**src/rtl/sr_bank_pkg.sv**
```systemverilog
// Shared constants for the set/reset latch bank: conflict-policy encodings,
// default sizes and the per-channel next-state rule.
package sr_bank_pkg;

    localparam int DEFAULT_N  = 8;
    localparam int DEFAULT_CW = 4;

    localparam int MODE_RESET_DOM = 0;
    localparam int MODE_SET_DOM   = 1;
    localparam int MODE_HOLD      = 2;
    localparam int MODE_TOGGLE    = 3;

    typedef enum logic [1:0] {
        POLICY_RESET_DOM = 2'd0,
        POLICY_SET_DOM   = 2'd1,
        POLICY_HOLD      = 2'd2,
        POLICY_TOGGLE    = 2'd3
    } conflict_policy_e;

    // Next channel state for one enabled edge; the policy only matters when
    // set and reset are requested together.
    function automatic logic next_state(input conflict_policy_e policy,
                                        input logic q,
                                        input logic set,
                                        input logic reset);
        logic nxt;
        nxt = q;
        case ({set, reset})
            2'b10: nxt = 1'b1;
            2'b01: nxt = 1'b0;
            2'b11: begin
                case (policy)
                    POLICY_RESET_DOM: nxt = 1'b0;
                    POLICY_SET_DOM:   nxt = 1'b1;
                    POLICY_HOLD:      nxt = q;
                    POLICY_TOGGLE:    nxt = ~q;
                    default:          nxt = 1'b0;
                endcase
            end
            default: nxt = q;
        endcase
        return nxt;
    endfunction

endpackage

```
**src/rtl/sr_cell.sv**
```systemverilog
// One set/reset channel: registered state, rise pulse, saturating rise counter
// and an optional sticky conflict flag (SR_LATCH_BANK_CONFLICT_EN).
module sr_cell
    import sr_bank_pkg::*;
#(
    parameter int MODE = MODE_RESET_DOM,
    parameter int CW   = DEFAULT_CW
) (
    input  logic          clk,
    input  logic          rst,
    input  logic          en,
    input  logic          set,
    input  logic          reset,
    input  logic          clr_cnt,
    output logic          q,
    output logic          rise,
    output logic [CW-1:0] cnt,
    output logic          conflict
);

    localparam conflict_policy_e POLICY  = conflict_policy_e'(MODE[1:0]);
    localparam logic [CW-1:0]    CNT_MAX = '1;

    logic q_next;
    logic rise_next;

    always_comb begin
        q_next    = next_state(POLICY, q, set, reset);
        rise_next = en & ~q & q_next;
    end

    always_ff @(posedge clk) begin
        if (rst) begin
            q    <= 1'b0;
            rise <= 1'b0;
        end else if (en) begin
            q    <= q_next;
            rise <= rise_next;
        end else begin
            rise <= 1'b0;
        end
    end

    // Clearing beats a same-edge increment; the counter sticks at its maximum.
    always_ff @(posedge clk) begin
        if (rst || clr_cnt) begin
            cnt <= '0;
        end else if (rise_next && (cnt != CNT_MAX)) begin
            cnt <= cnt + 1'b1;
        end
    end

`ifdef SR_LATCH_BANK_CONFLICT_EN
    logic conflict_r;

    always_ff @(posedge clk) begin
        if (rst || clr_cnt) begin
            conflict_r <= 1'b0;
        end else if (en && set && reset) begin
            conflict_r <= 1'b1;
        end
    end

    assign conflict = conflict_r;
`else
    assign conflict = 1'b0;
`endif

endmodule

```
**src/rtl/sr_latch_bank.sv**
```systemverilog
// Bank of N independent registered set/reset channels; replicates sr_cell and
// packs the per-channel outputs. Conflict flags need SR_LATCH_BANK_CONFLICT_EN.
module sr_latch_bank
    import sr_bank_pkg::*;
#(
    parameter int N    = DEFAULT_N,
    parameter int MODE = MODE_RESET_DOM,
    parameter int CW   = DEFAULT_CW
) (
    input  logic            clk,
    input  logic            rst,
    input  logic            en,
    input  logic [N-1:0]    set,
    input  logic [N-1:0]    reset,
    input  logic            clr_cnt,
    output logic [N-1:0]    q,
    output logic [N-1:0]    qbar,
    output logic [N-1:0]    rise,
    output logic [N*CW-1:0] cnt,
    output logic [N-1:0]    conflict
);

    genvar i;
    generate
        for (i = 0; i < N; i++) begin : g_cell
            sr_cell #(
                .MODE (MODE),
                .CW   (CW)
            ) u_cell (
                .clk      (clk),
                .rst      (rst),
                .en       (en),
                .set      (set[i]),
                .reset    (reset[i]),
                .clr_cnt  (clr_cnt),
                .q        (q[i]),
                .rise     (rise[i]),
                .cnt      (cnt[i*CW +: CW]),
                .conflict (conflict[i])
            );
        end
    endgenerate

    assign qbar = ~q;

endmodule
```
**config.mk**
```make
export PLATFORM = sky130hd
export DESIGN_NAME = sr_latch_bank
export DESIGN_NICKNAME = d
export VERILOG_FILES = /design/src/rtl/sr_bank_pkg.sv /design/src/rtl/sr_cell.sv /design/src/rtl/sr_latch_bank.sv
export SDC_FILE = /design/constraint.sdc
export NUM_CORES = 1
export LEC_CHECK = 0
export CORE_MARGIN = 2
export CORE_UTILIZATION = 45
export CTS_BUF_LIST = sky130_fd_sc_hd__clkbuf_4 sky130_fd_sc_hd__clkbuf_8 sky130_fd_sc_hd__clkbuf_16
export CTS_CLUSTER_SIZE = 20
export DETAILED_ROUTE_END_ITERATION = 6
export GPL_ROUTABILITY_DRIVEN = 0
export HOLD_SLACK_MARGIN = 0.12
export MAX_ROUTING_LAYER = met4
export PLACE_DENSITY = 0.86
export SYNTH_ARGS = -nofsm -noshare
export SYNTH_HDL_FRONTEND = slang
export SYNTH_SLANG_ARGS = --single-unit
```
**constraint.sdc**
```tcl
create_clock -name clk -period 1.4 [get_ports clk]
set_input_delay 0.21 -clock clk [delete_from_list [all_inputs] [get_ports clk]]
set_output_delay 0.21 -clock clk [all_outputs]
set_load 0.1 [all_outputs]
```
# Word level (Yosys, flattened, before mapping)
# Index checks and enable logic that the tools add are counted.
dict set report totals {
  register_bits 48
  input_bits 20
  output_inout_bits 64
}
dict set report classes {
  n_addsub 8
  n_eq_ne 32
  muxes 8
  n_bitwise 26
  n_reduce_logical 18
}
# op count
set op_table {}
lappend op_table {{4-bit by 1-bit adder with 4-bit output (second input constant)} 8}
lappend op_table {{2-bit equality test (second input constant)} 16}
lappend op_table {{4-bit != test (second input constant)} 8}
lappend op_table {{2-bit OR reduction} 9}
lappend op_table {{1-bit AND} 16}
lappend op_table {{2-bit by 1-bit equality test with 1-bit output (second input constant)} 8}
lappend op_table {{1-bit case mux with 2 select lines} 8}
lappend op_table {{1-bit inverter} 9}
lappend op_table {{1-bit logical AND} 8}
lappend op_table {{8-bit inverter} 1}
lappend op_table {{1-bit logical OR} 1}

# Logic depth before layout (Yosys ltp)
# Gate-level depths: netlist (run 1).
dict set report depth {
  ltp_word 5
  mapped_depth 5
}

# Modules after synthesis
# From an unflattened synthesis (run 1), not the netlist that was laid out.
dict set report unflattened {
  cells_unflattened 256
  area_unflattened_um2 2342.2
}
# module instances cells_each area_each_um2 seq_area_each_um2
set modules_own_cells {}
lappend modules_own_cells {sr_cell 8 31 289.0 120.1}
lappend modules_own_cells {sr_latch_bank 1 8 30.0 0.0}

# Worst setup path after synthesis (run 1)
# No wires, ideal clock.
dict set report synth_path {
  path_kind {register to register}
  start {register g_cell[0].u_cell.cnt[0]}
  end {register g_cell[0].u_cell.cnt[1]}
  setup_ps 71
  arrival_time_ps 1748
  t_required_ps 1329
  setup_slack_ps -419
  stages_incl_launch_ff 5
  n_path_buf 0
  synth_period_minus_slack_ps 1819
  cell_sequence {dfxtp_1 -> ha_1 -> and3_1 -> o21ai_0 -> a21oi_1}
}
dict set report synth_via {
  elab_chain_cells 2
  elab_cells_between_ends 3
  cone_classes {add/sub: 1; eq/ne: 1; reduce/logical: 1}
}
# element line
set synth_rtl {}
lappend synth_rtl {{start: declaration} sr_cell.sv:17} ;# output logic [CW-1:0] cnt,
lappend synth_rtl {{start signal: assignment} sr_cell.sv:49} ;# cnt <= cnt + 1'b1;
lappend synth_rtl {{branches (longest 2 deep; another with 4-bit by 1-bit adder with 4-bit output)} n/a}
# Parallel ways; which one is timed is not known.
# A chain may end at the register's enable or synchronous reset.

# Final worst setup path (run 1)
dict set report layout_path {
  start {register g_cell[5].u_cell.cnt[0]}
  end {register g_cell[5].u_cell.cnt[0]}
}
dict set report layout_via {
  elab_chain_cells 2
  elab_cells_between_ends 3
  cone_classes {add/sub: 1; eq/ne: 1; reduce/logical: 1}
}
# element line
set layout_rtl {}
lappend layout_rtl {{start: declaration} sr_cell.sv:17}
lappend layout_rtl {{start signal: assignment} sr_cell.sv:49}
lappend layout_rtl {{branches (longest 2 deep; another with 4-bit by 1-bit adder with 4-bit output)} n/a}
# Parallel ways; which one is timed is not known.

==> results of run 1 <==
state kept, by name (all words and copies together), names as in the netlist:
register            cells
g_cell.u_cell.cnt      32
g_cell.u_cell.q         8
g_cell.u_cell.rise      8
through the flow:
step / instance area, um2 / utilization, % / TNS [ns] / hold slack (ns) / instances
4_1_cts: 3940 / 77.7 / 0 / 0.505 / 406
5_1_grt: 3990 / 78.6 / 0 / 0.534 / 406
3_3_place_gp: 3830 / 75.5 / -9.06 / 0.485 / 398
3_5_place_dp: 3830 / 75.5 / -10.18 / 0.493 / 398
2_1_floorplan: 2470 / - / 0 / 0.310 / 264
6_report: 3990 / 78.6 / 0 / 0.508 / 406
timing repair:
action / CTS / global route
setup endpoints to repair: 13 / 8
pin swaps: 0 / 0
gates resized for setup: 2 / 14
path summary, 6_finish.rpt:
path | to | slack [ns] | cells after the start
hold / removal | g_cell[4].u_cell.cnt[2] | 0.51 | 1
hold reg to reg | g_cell[4].u_cell.cnt[2] | 0.51 | 1
setup reg to reg | g_cell[5].u_cell.cnt[0] | 0.05 | 4
setup / recovery | g_cell[5].u_cell.cnt[0] | 0.05 | 4
worst reg2reg max path, cell delays in order, from the launching register on:
cell and delay [ns]:
sky130_fd_sc_hd__dfxtp_4 0.37, sky130_fd_sc_hd__ha_1 0.23, sky130_fd_sc_hd__and3_4 0.20, sky130_fd_sc_hd__or3_1 0.33
sky130_fd_sc_hd__a21oi_2 0.15
report_power, final:
group	switching [mW]	internal [mW]	total, mW
clock	0.456	0.521	0.977
combinational	0.486	0.269	0.755
sequential	0.0334	1.36	1.39
total	0.976	2.15	3.12
cells by family (layout without fill, tap and decap cells):
logic type | after synthesis | count (layout) | share of synthesized area, %
buf+inv | 41 | 113 | 10.6
compound gates | 75 | 75 | 18.5
other cells | 1 | 8 | 0.158
flops | 48 | 48 | 40.6
fa+ha+maj | 8 | 8 | 4.23
simple gates | 84 | 84 | 25.9
per-layer routing:
metal / GRT usage (%) / vias up / part of all wire (%)
li1: - / 1089 / -
met1: 24.4 / 1071 / 40
met2: 37.8 / 76 / 53
met3: 4.74 / 11 / 5.3
met4: 7.45 / 0 / 1.4
met5: - / - / 0
cells in the mapped netlist:
library cell | count | area (um2)
sky130_fd_sc_hd__or2_1 | 1 | 6.26
sky130_fd_sc_hd__and3_1 | 8 | 50.1
sky130_fd_sc_hd__nor3b_1 | 3 | 22.5
sky130_fd_sc_hd__nand3_1 | 8 | 40.0
sky130_fd_sc_hd__clkbuf_1 | 5 | 18.8
sky130_fd_sc_hd__o21ai_0 | 8 | 40.0
sky130_fd_sc_hd__buf_2 | 2 | 10.0
sky130_fd_sc_hd__buf_1 | 1 | 3.75
sky130_fd_sc_hd__nand3b_1 | 8 | 60.1
sky130_fd_sc_hd__and4bb_1 | 4 | 50.1
sky130_fd_sc_hd__a21oi_1 | 36 | 180
sky130_fd_sc_hd__nor2_1 | 8 | 30.0
sky130_fd_sc_hd__o31ai_1 | 4 | 30.0
sky130_fd_sc_hd__buf_4 | 25 | 188
sky130_fd_sc_hd__a211oi_1 | 15 | 113
sky130_fd_sc_hd__nand4bb_4 | 3 | 82.6
sky130_fd_sc_hd__nor4bb_1 | 4 | 40.0
sky130_fd_sc_hd__conb_1 | 1 | 3.75
sky130_fd_sc_hd__o21ai_1 | 8 | 40.0
sky130_fd_sc_hd__nor3_1 | 14 | 70.1
sky130_fd_sc_hd__inv_1 | 8 | 30.0
sky130_fd_sc_hd__nand2b_1 | 1 | 6.26
sky130_fd_sc_hd__dfxtp_1 | 48 | 961
sky130_fd_sc_hd__nand4bb_1 | 4 | 45.0
sky130_fd_sc_hd__ha_1 | 8 | 100
sky130_fd_sc_hd__nand2_1 | 5 | 18.8
sky130_fd_sc_hd__a41oi_1 | 4 | 35.0
sky130_fd_sc_hd__nand4bb_2 | 1 | 16.3
sky130_fd_sc_hd__or3_1 | 12 | 75.1
cell type report:
class                      instances  area, um2  share of cell area, %
timing repair buffer              97       1490                   37.3
sequential                        48       1040                   26.1
inverter                           8       30.0                  0.753
tap                               70       87.6                   2.20
clock inverter                     3       37.5                  0.941
multi-input combinational        175       1230                   31.0
clock buffer                       5       68.8                   1.73
==> results.sh, run 1 <==
export IMPL_grt_start_max_net_pins=25
export IMPL_launching_instance_or_port_of_the_critical_path="g_cell[5].u_cell.cnt[0]"
export IMPL_final_hold_violation_count=0
export IMPL_clk_latency_ns=0.30
export IMPL_synth_warning_count=0
export IMPL_grt_first_pass_wirelength_um=10200
export IMPL_hold_start="g_cell[4].u_cell.cnt[2]"
export IMPL_crit_slowest_cell="sky130_fd_sc_hd__dfxtp_4"
export IMPL_clk_pin_slew_ns=0.09
export IMPL_max_cap_violations=0
export IMPL_post_cts_setup_buffer_count=0
export IMPL_netlist_cell_types=29
export IMPL_crit_path_end_kind="flip-flop"
export IMPL_post_route_min_period_ns=1.35
export IMPL_critical_path_max_stage_delay_ns=0.37
export IMPL_drt_first_iter_violations=81
export IMPL_postRouteAntennaNets=0
export IMPL_detail_route_first_pass_iterations=4
export IMPL_final_setup_viol_count=0
export IMPL_path_max_fanout=5
export IMPL_start_util_pct=46.6
export IMPL_worstPathCellList="ha_1, and3_4, or3_1, a21oi_2"
export IMPL_crit_path_start_kind="flip-flop"
export IMPL_synth_ff_latch_count=48
export IMPL_outcome="complete, no violations"
export IMPL_detailedPlace_worstSlack_ns=-0.368
export IMPL_cts_path_max_buffers=2
export IMPL_io_pin_count=84
export IMPL_power_density_nw_per_um2=784
export IMPL_setup_repair_after_global_routing_missed_its_margin="false"
export IMPL_die_height_um=76.5
export IMPL_core_area_um2=5070
export IMPL_antenna_diode_count=0
export IMPL_yosysSeqAreaShare_pct=40.6
export IMPL_synthesis_area_per_instance_um2=9.21
export IMPL_layout_nets=363
export IMPL_number_of_cells_produced_by_synthesis=257
export IMPL_drive_above_1_share_pct=39.6
export IMPL_clock_tree_from_tritoncts="yes"
export IMPL_layout_setup_ws_ns=0.0505
export IMPL_synthToLayoutAreaGrowth_pct=68.5
export IMPL_worstPathRequired_ns=1.63
export IMPL_path_delay_family="simple AND/OR/NAND/NOR gates"
export IMPL_grt_antenna_before_repair=0
export IMPL_cell_area_after_technology_mapping_um2=2370
export IMPL_ctsHoldBuffers=0
export IMPL_cts_max_level=2
export IMPL_commonest_cells_after_routing_fill_and_taps_aside="sky130_fd_sc_hd__buf_12 (57), sky130_fd_sc_hd__a21oi_1 (34), sky130_fd_sc_hd__buf_4 (21)"
export IMPL_die_width_um=76.5
export IMPL_num_rows=26
export IMPL_drt_vias_per_instance=5.53
export IMPL_grt_util_all_layers_pct=21.6
export IMPL_power_mw=3.12
export IMPL_drt_drc_violations_left=0
export IMPL_port_buffers=75
export IMPL_data_arrival_at_the_endpoint_of_the_critical_path_ns=1.58
export IMPL_cts_root_buf="sky130_fd_sc_hd__clkbuf_8"
export IMPL_leakage_nw=1.42
export IMPL_timing_final_crit_share_pct=96.4
export IMPL_max_clock_freq_mhz=741
export IMPL_finClkSkew_ns=0.00215
export IMPL_worstReg2RegStart="g_cell[5].u_cell.cnt[0]"
export IMPL_avgRoutedWirePerCell_um=15.3
export IMPL_hpwlAfterDp_um=4690
export IMPL_detailed_route_wl_um=6210
export IMPL_total_die_area_um2=5850
export IMPL_via_count_of_the_first_global_routing_pass=2279
export IMPL_worst_setup_path_type="reg2reg"
export IMPL_cts_buffers=5
export IMPL_n_fill_cell=337
export IMPL_clock_sinks=48
export IMPL_grt_overflow_total=0
export IMPL_critical_path_n_buffers_inverters=0
export IMPL_min_path_type="reg2reg"
export IMPL_mostFrequentLayoutCell="sky130_fd_sc_hd__buf_12"
export IMPL_num_vias=2247
export IMPL_finalMaxSlewViolations=0
export IMPL_vdd_ir_drop_worst_mv=0.542
Note: power is estimated with default switching activity, not from simulation.
==> run 2: changes to the inputs <==
--- a/config.mk
+++ b/config.mk
@@ -6,14 +6,15 @@
 export NUM_CORES = 1
 export LEC_CHECK = 0
 export CORE_MARGIN = 2
-export CORE_UTILIZATION = 45
+export CORE_UTILIZATION = 44
 export CTS_BUF_LIST = sky130_fd_sc_hd__clkbuf_4 sky130_fd_sc_hd__clkbuf_8 sky130_fd_sc_hd__clkbuf_16
 export CTS_CLUSTER_SIZE = 20
 export DETAILED_ROUTE_END_ITERATION = 6
 export GPL_ROUTABILITY_DRIVEN = 0
+export GPL_TIMING_DRIVEN = 0
 export HOLD_SLACK_MARGIN = 0.12
 export MAX_ROUTING_LAYER = met4
-export PLACE_DENSITY = 0.86
+export PLACE_DENSITY = 0.85
 export SYNTH_ARGS = -nofsm -noshare
 export SYNTH_HDL_FRONTEND = slang
 export SYNTH_SLANG_ARGS = --single-unit
==> run 2 against run 1 <==
Compared with the run above: clock power grew 12%; critical path depth shrank 2; first-iteration DRC count grew 42%; maximum frequency shrank 0.57%; sequential share of layout area grew 6.0 points; clock skew grew 0.0077 ns; hold slack lost 0.083 ns; core utilization shrank 16 points; critical endpoint is now qbar[2].
==> results.sh, run 2 (same netlist as run 1, synthesis figures left out) <==
export IMPL_ctsHoldBuffers=0
export IMPL_worstPathRequired_ns=1.19
export IMPL_power_mw=3.14
export IMPL_post_route_min_period_ns=1.36
export IMPL_clock_sinks=48
export IMPL_drt_first_iter_violations=115
export IMPL_postRouteAntennaNets=0
export IMPL_min_path_type="in2reg"
export IMPL_cts_max_level=2
export IMPL_finalMaxSlewViolations=0
export IMPL_start_util_pct=46.0
export IMPL_final_setup_viol_count=0
export IMPL_largest_reg_flops=32
export IMPL_multi_input_comb_area_um2=1230
export IMPL_crit_slowest_cell="sky130_fd_sc_hd__buf_2"
export IMPL_design_area_um2=3240
export IMPL_largest_register="g_cell.u_cell.cnt"
export IMPL_io_pin_count=84
export IMPL_num_vias=2230
export IMPL_drt_vias_per_instance=5.36
export IMPL_via_count_of_the_first_global_routing_pass=2142
export IMPL_detail_route_first_pass_iterations=5
export IMPL_num_rows=26
export IMPL_commonest_cells_after_routing_fill_and_taps_aside="sky130_fd_sc_hd__buf_2 (46), sky130_fd_sc_hd__a21oi_1 (36), sky130_fd_sc_hd__buf_4 (32)"
export IMPL_total_die_area_um2=5980
export IMPL_max_cap_violations=0
export IMPL_worstPathCellList="inv_1, buf_2"
export IMPL_data_arrival_at_the_endpoint_of_the_critical_path_ns=1.15
export IMPL_grt_antenna_before_repair=0
export IMPL_placed_cells_incl_taps=408
export IMPL_clk_pin_slew_ns=0.09
export IMPL_drt_drc_violations_left=0
export IMPL_stdcell_count=416
export IMPL_timing_final_crit_share_pct=96.9
export IMPL_avgRoutedWirePerCell_um=14.3
export IMPL_die_height_um=77.3
export IMPL_mostFrequentLayoutCell="sky130_fd_sc_hd__buf_2"
export IMPL_max_clock_freq_mhz=737
export IMPL_grt_util_all_layers_pct=21.3
export IMPL_antenna_diode_count=0
export IMPL_grt_overflow_total=0
export IMPL_worst_slew_pin_slew_ns=0.509
export IMPL_crit_path_start_kind="flip-flop"
export IMPL_slew_headroom_pct=66.0
export IMPL_vdd_ir_drop_worst_mv=0.673
export IMPL_setup_tns_final_ns=0
export IMPL_clk_latency_ns=0.31
export IMPL_cts_path_max_buffers=2
export IMPL_hpwlAfterDp_um=4300
export IMPL_outcome="complete, no violations"
export IMPL_setup_repair_after_global_routing_missed_its_margin="true"
export IMPL_area_after_dpl_um2=3300
export IMPL_synthToLayoutAreaGrowth_pct=36.9
export IMPL_cts_root_buf="sky130_fd_sc_hd__clkbuf_8"
export IMPL_port_buffers=74
export IMPL_crit_path_end_kind="output pin"
export IMPL_layout_nets=373
export IMPL_grt_first_pass_wirelength_um=9990
export IMPL_drive_above_1_share_pct=40.5
export IMPL_die_width_um=77.3
export IMPL_area_sequential_um2=1040
export IMPL_grt_start_max_net_pins=15
export IMPL_detailed_route_wl_um=5950
export IMPL_finClkSkew_ns=0.00989
export IMPL_core_area_um2=5140
export IMPL_critical_path_max_stage_delay_ns=0.41
export IMPL_final_hold_violation_count=0
export IMPL_cts_buffers=5
export IMPL_worst_hold_slack_ns=0.425
export IMPL_clock_tree_from_tritoncts="yes"
export IMPL_n_fill_cell=488
export IMPL_largest_registers="g_cell.u_cell.cnt x32, g_cell.u_cell.q x8, g_cell.u_cell.rise x8"
export IMPL_path_max_fanout=5
export IMPL_worst_setup_path_type="reg2out"
export IMPL_leakage_nw=1.31
export IMPL_power_density_nw_per_um2=968
run 2: final timing paths:
kind                           start                       to  slack [ns]  cells past startpoint
max reg2reg  g_cell[0].u_cell.cnt[0]  g_cell[0].u_cell.cnt[0]        0.05                      4
max               g_cell[2].u_cell.q                  qbar[2]        0.04                      2
min reg2reg  g_cell[5].u_cell.cnt[2]  g_cell[5].u_cell.cnt[2]        0.47                      1
min                              rst       g_cell[3].u_cell.q        0.43                      2
run 2: critical path: cells and delay by family (launching register included):
kind | cells | cell delay [ns]
DFF | 1 | 0.36
buffers and inverters | 2 | 0.47
run 2: area by class of cell:
cell class                 count  share of cell area, %
sequential                    48                   32.1
multi-input combinational    175                   37.9
tap                           70                   2.70
clock inverter                 1                  0.927
buffer                        33                   7.11
timing repair buffer          74                   15.3
inverter                       8                  0.927
clock buffer                   7                   2.98
run 2: stage by stage:
step                      utilization, %  setup WS [ns]
after floorplan                        -        0.00199
after global placement              64.3         -0.535
after detailed placement            64.3         -0.568
after CTS                           62.0         0.0228
after global routing                63.0        -0.0254
final                               63.0         0.0428
run 2: routing by layer:
metal  global-route usage [%]  wire (um)  vias up
met2                     36.2       3010       66
met5                        -          0        -
met4                     8.39         68        0
li1                         -          -     1110
met3                     4.07        322        7
met1                     25.0       2550     1047
run 2: report_power, final:
| group | switching (mW) | internal, mW | total (mW) |
|---|---|---|---|
| Sequential | 0.0248 | 1.36 | 1.38 |
| Combinational | 0.478 | 0.180 | 0.658 |
| Clock | 0.463 | 0.630 | 1.09 |
| Total | 0.966 | 2.17 | 3.14 |
run 2: timing repair:
action | in CTS | in global routing
gates resized for setup | 294 | 19
endpoints found under the setup margin | 97 | 25
gates cloned | 0 | 0
setup buffers | 0 | 0
==> run 3: changes to the inputs <==
--- a/config.mk
+++ b/config.mk
@@ -5,6 +5,7 @@
 export SDC_FILE = /design/constraint.sdc
 export NUM_CORES = 1
 export LEC_CHECK = 0
+export CORE_ASPECT_RATIO = 0.75
 export CORE_MARGIN = 2
 export CORE_UTILIZATION = 44
 export CTS_BUF_LIST = sky130_fd_sc_hd__clkbuf_4 sky130_fd_sc_hd__clkbuf_8 sky130_fd_sc_hd__clkbuf_16
==> run 3 against run 2 <==
Compared with the run above: final cell count grew 1.2%; clock skew is essentially flat; sequential cell count is the same; total power shrank 2.2%; setup slack gained 0.0026 ns; clock power shrank 6%; count of clock-buffer cells in the layout shrank 1; via count shrank 0.90%; core utilization shrank 1.6 points; largest cell class unchanged.
==> results.sh, run 3 (same netlist as run 1, synthesis figures left out) <==
export IMPL_max_cap_violations=0
export IMPL_core_area_um2=5270
export IMPL_detail_route_first_pass_iterations=4
export IMPL_finalCoreUtilization_pct=61.4
export IMPL_data_arrival_at_the_endpoint_of_the_critical_path_ns=1.14
export IMPL_hpwlAfterDp_um=4310
export IMPL_grt_antenna_before_repair=0
export IMPL_avgRoutedWirePerCell_um=14.3
export IMPL_grt_start_max_net_pins=15
export IMPL_leakage_nw=1.31
export IMPL_path_max_fanout=5
export IMPL_largest_register="g_cell.u_cell.cnt"
export IMPL_clock_tree_from_tritoncts="yes"
export IMPL_grt_util_met3_pct=4.77
export IMPL_final_setup_viol_count=0
export IMPL_groute_layer_met1_usage_pct=27.6
export IMPL_drt_first_iter_violations=124
export IMPL_crit_path_start_kind="flip-flop"
export IMPL_grt_first_pass_wirelength_um=9500
export IMPL_detailedPlace_worstSlack_ns=-0.582
export IMPL_io_pin_count=84
export IMPL_power_density_nw_per_um2=948
export IMPL_die_height_um=67.5
export IMPL_post_cts_setup_buffer_count=0
export IMPL_area_sequential_um2=1040
export IMPL_grt_overflow_total=0
export IMPL_cts_buffers=5
export IMPL_total_switching_power_uw=975
export IMPL_total_die_area_um2=5990
export IMPL_multi_input_comb_area_um2=1230
export IMPL_cts_max_level=2
export IMPL_postRouteAntennaNets=0
export IMPL_vdd_ir_drop_worst_mv=0.544
export IMPL_worst_hold_slack_ns=0.349
export IMPL_outcome="complete, no violations"
export IMPL_antenna_diode_count=0
export IMPL_largest_registers="g_cell.u_cell.cnt x32, g_cell.u_cell.q x8, g_cell.u_cell.rise x8"
export IMPL_layout_nets=373
export IMPL_mostFrequentLayoutCell="sky130_fd_sc_hd__buf_2"
export IMPL_clk_latency_ns=0.31
export IMPL_die_width_um=88.7
export IMPL_num_vias=2210
export IMPL_port_buffers=74
export IMPL_crit_path_end_kind="output pin"
export IMPL_design_area_um2=3230
export IMPL_clock_sinks=48
export IMPL_cts_path_max_buffers=2
export IMPL_pwr_share_seq_pct=45.1
export IMPL_cts_root_buf="sky130_fd_sc_hd__clkbuf_8"
export IMPL_largest_reg_flops=32
export IMPL_max_clock_freq_mhz=738
export IMPL_timing_final_crit_share_pct=96.8
export IMPL_final_hold_violation_count=0
export IMPL_critical_path_max_stage_delay_ns=0.43
export IMPL_synthToLayoutAreaGrowth_pct=36.7
export IMPL_cellInternalPower_mw=2.09
export IMPL_num_rows=23
export IMPL_path_common_cell="sky130_fd_sc_hd__buf_4"
export IMPL_worstPathRequired_ns=1.19
export IMPL_switching_share_pct=31.8
export IMPL_worstPathCellList="buf_4, buf_4"
export IMPL_finalMaxSlewViolations=0
export IMPL_slew_headroom_pct=62.4
export IMPL_grt_util_all_layers_pct=21.3
export IMPL_drive_above_1_share_pct=41.3
export IMPL_worst_slew_pin_slew_ns=0.563
export IMPL_post_route_min_period_ns=1.35
export IMPL_start_util_pct=44.9
export IMPL_drt_drc_violations_left=0
export IMPL_via_count_of_the_first_global_routing_pass=2040
export IMPL_finClkSkew_ns=0.00956
export IMPL_area_after_dpl_um2=3310
export IMPL_n_fill_cell=474
export IMPL_drt_vias_per_instance=5.25
export IMPL_worst_setup_path_type="reg2out"
export IMPL_clk_pin_slew_ns=0.09
export IMPL_layer_carrying_the_most_global_route_usage="met2"
export IMPL_proportion_of_power_drawn_by_the_clock_network_pct=33.3
export IMPL_layout_setup_ws_ns=0.0454
export IMPL_detailed_route_wl_um=6010
export IMPL_crit_slowest_cell="sky130_fd_sc_hd__dfxtp_1"
export IMPL_ctsHoldBuffers=0
export IMPL_min_path_type="in2reg"
export IMPL_power_mw=3.06
export IMPL_commonest_cells_after_routing_fill_and_taps_aside="sky130_fd_sc_hd__buf_2 (44), sky130_fd_sc_hd__a21oi_1 (34), sky130_fd_sc_hd__buf_4 (32)"
export IMPL_grt_use_met2_pct=34.0
export IMPL_setup_repair_after_global_routing_missed_its_margin="true"
export IMPL_share_comb_of_total_power_pct=21.5
==> run 3: cell types whose count changed in the layout (fill, tap and decap cells not counted), moves of 2 or more <==
cell | previous run | this run
sky130_fd_sc_hd__clkbuf_4 | 4 | 7
sky130_fd_sc_hd__buf_2 | 46 | 44
sky130_fd_sc_hd__a21oi_2 | 0 | 2
sky130_fd_sc_hd__a21oi_1 | 36 | 34
sky130_fd_sc_hd__clkbuf_8 | 7 | 5
==> run 3: per-stage QoR <==
step	TNS [ns]	instances
6_report	0	421
5_1_grt	-0.00643	421
4_1_cts	0	421
3_5_place_dp	-37.90	413
3_3_place_gp	-37.47	413
2_1_floorplan	0	264
==> run 3: power groups by stage <==
stage                     Sequential [mW]  Combinational (mW)  Clock (mW)
after floorplan                      1.45               0.466           0
after global placement               1.41               0.663           0
after detailed placement             1.42               0.668           0
after CTS                            1.38               0.648        1.03
after global routing                 1.39               0.689        1.10
final                                1.38               0.660        1.02
==> run 3: path summary, 6_finish.rpt <==
path | startpoint | end | slack [ns] | cells after the start
min | en | g_cell[5].u_cell.rise | 0.35 | 3
max reg2reg | g_cell[1].u_cell.cnt[0] | g_cell[1].u_cell.cnt[0] | 0.05 | 4
min reg2reg | g_cell[3].u_cell.cnt[2] | g_cell[3].u_cell.cnt[2] | 0.46 | 1
max | g_cell[7].u_cell.q | q[7] | 0.05 | 2
==> run 3: worst max-delay path, delay by kind of cell, from the launching register on <==
kind | cells | cell delay, ns
flops | 1 | 0.43
buf+inv | 2 | 0.41
==> run 3: area by class of cell <==
class                           count  area share (%)
Timing Repair Buffer               74            15.3
Buffer                             33            7.12
Sequential cell                    48            32.2
Clock inverter                      2            1.08
Multi-Input combinational cell    175            38.1
Tap cell                           75            2.90
Inverter                            8           0.928
Clock buffer                        6            2.36
==> run 3: what timing repair did <==
item                                    4_1_cts  5_1_grt
hold endpoints to repair                      0        0
resized for setup                           294       23
endpoints found under the setup margin      101       19
==> run 3: metal layers <==
layer | routed length (um) | vias to the layer above
met1 | 2810 | 1021
met3 | 389 | 6
met2 | 2750 | 74
met4 | 61 | 0
met5 | 0 | -
li1 | - | 1109
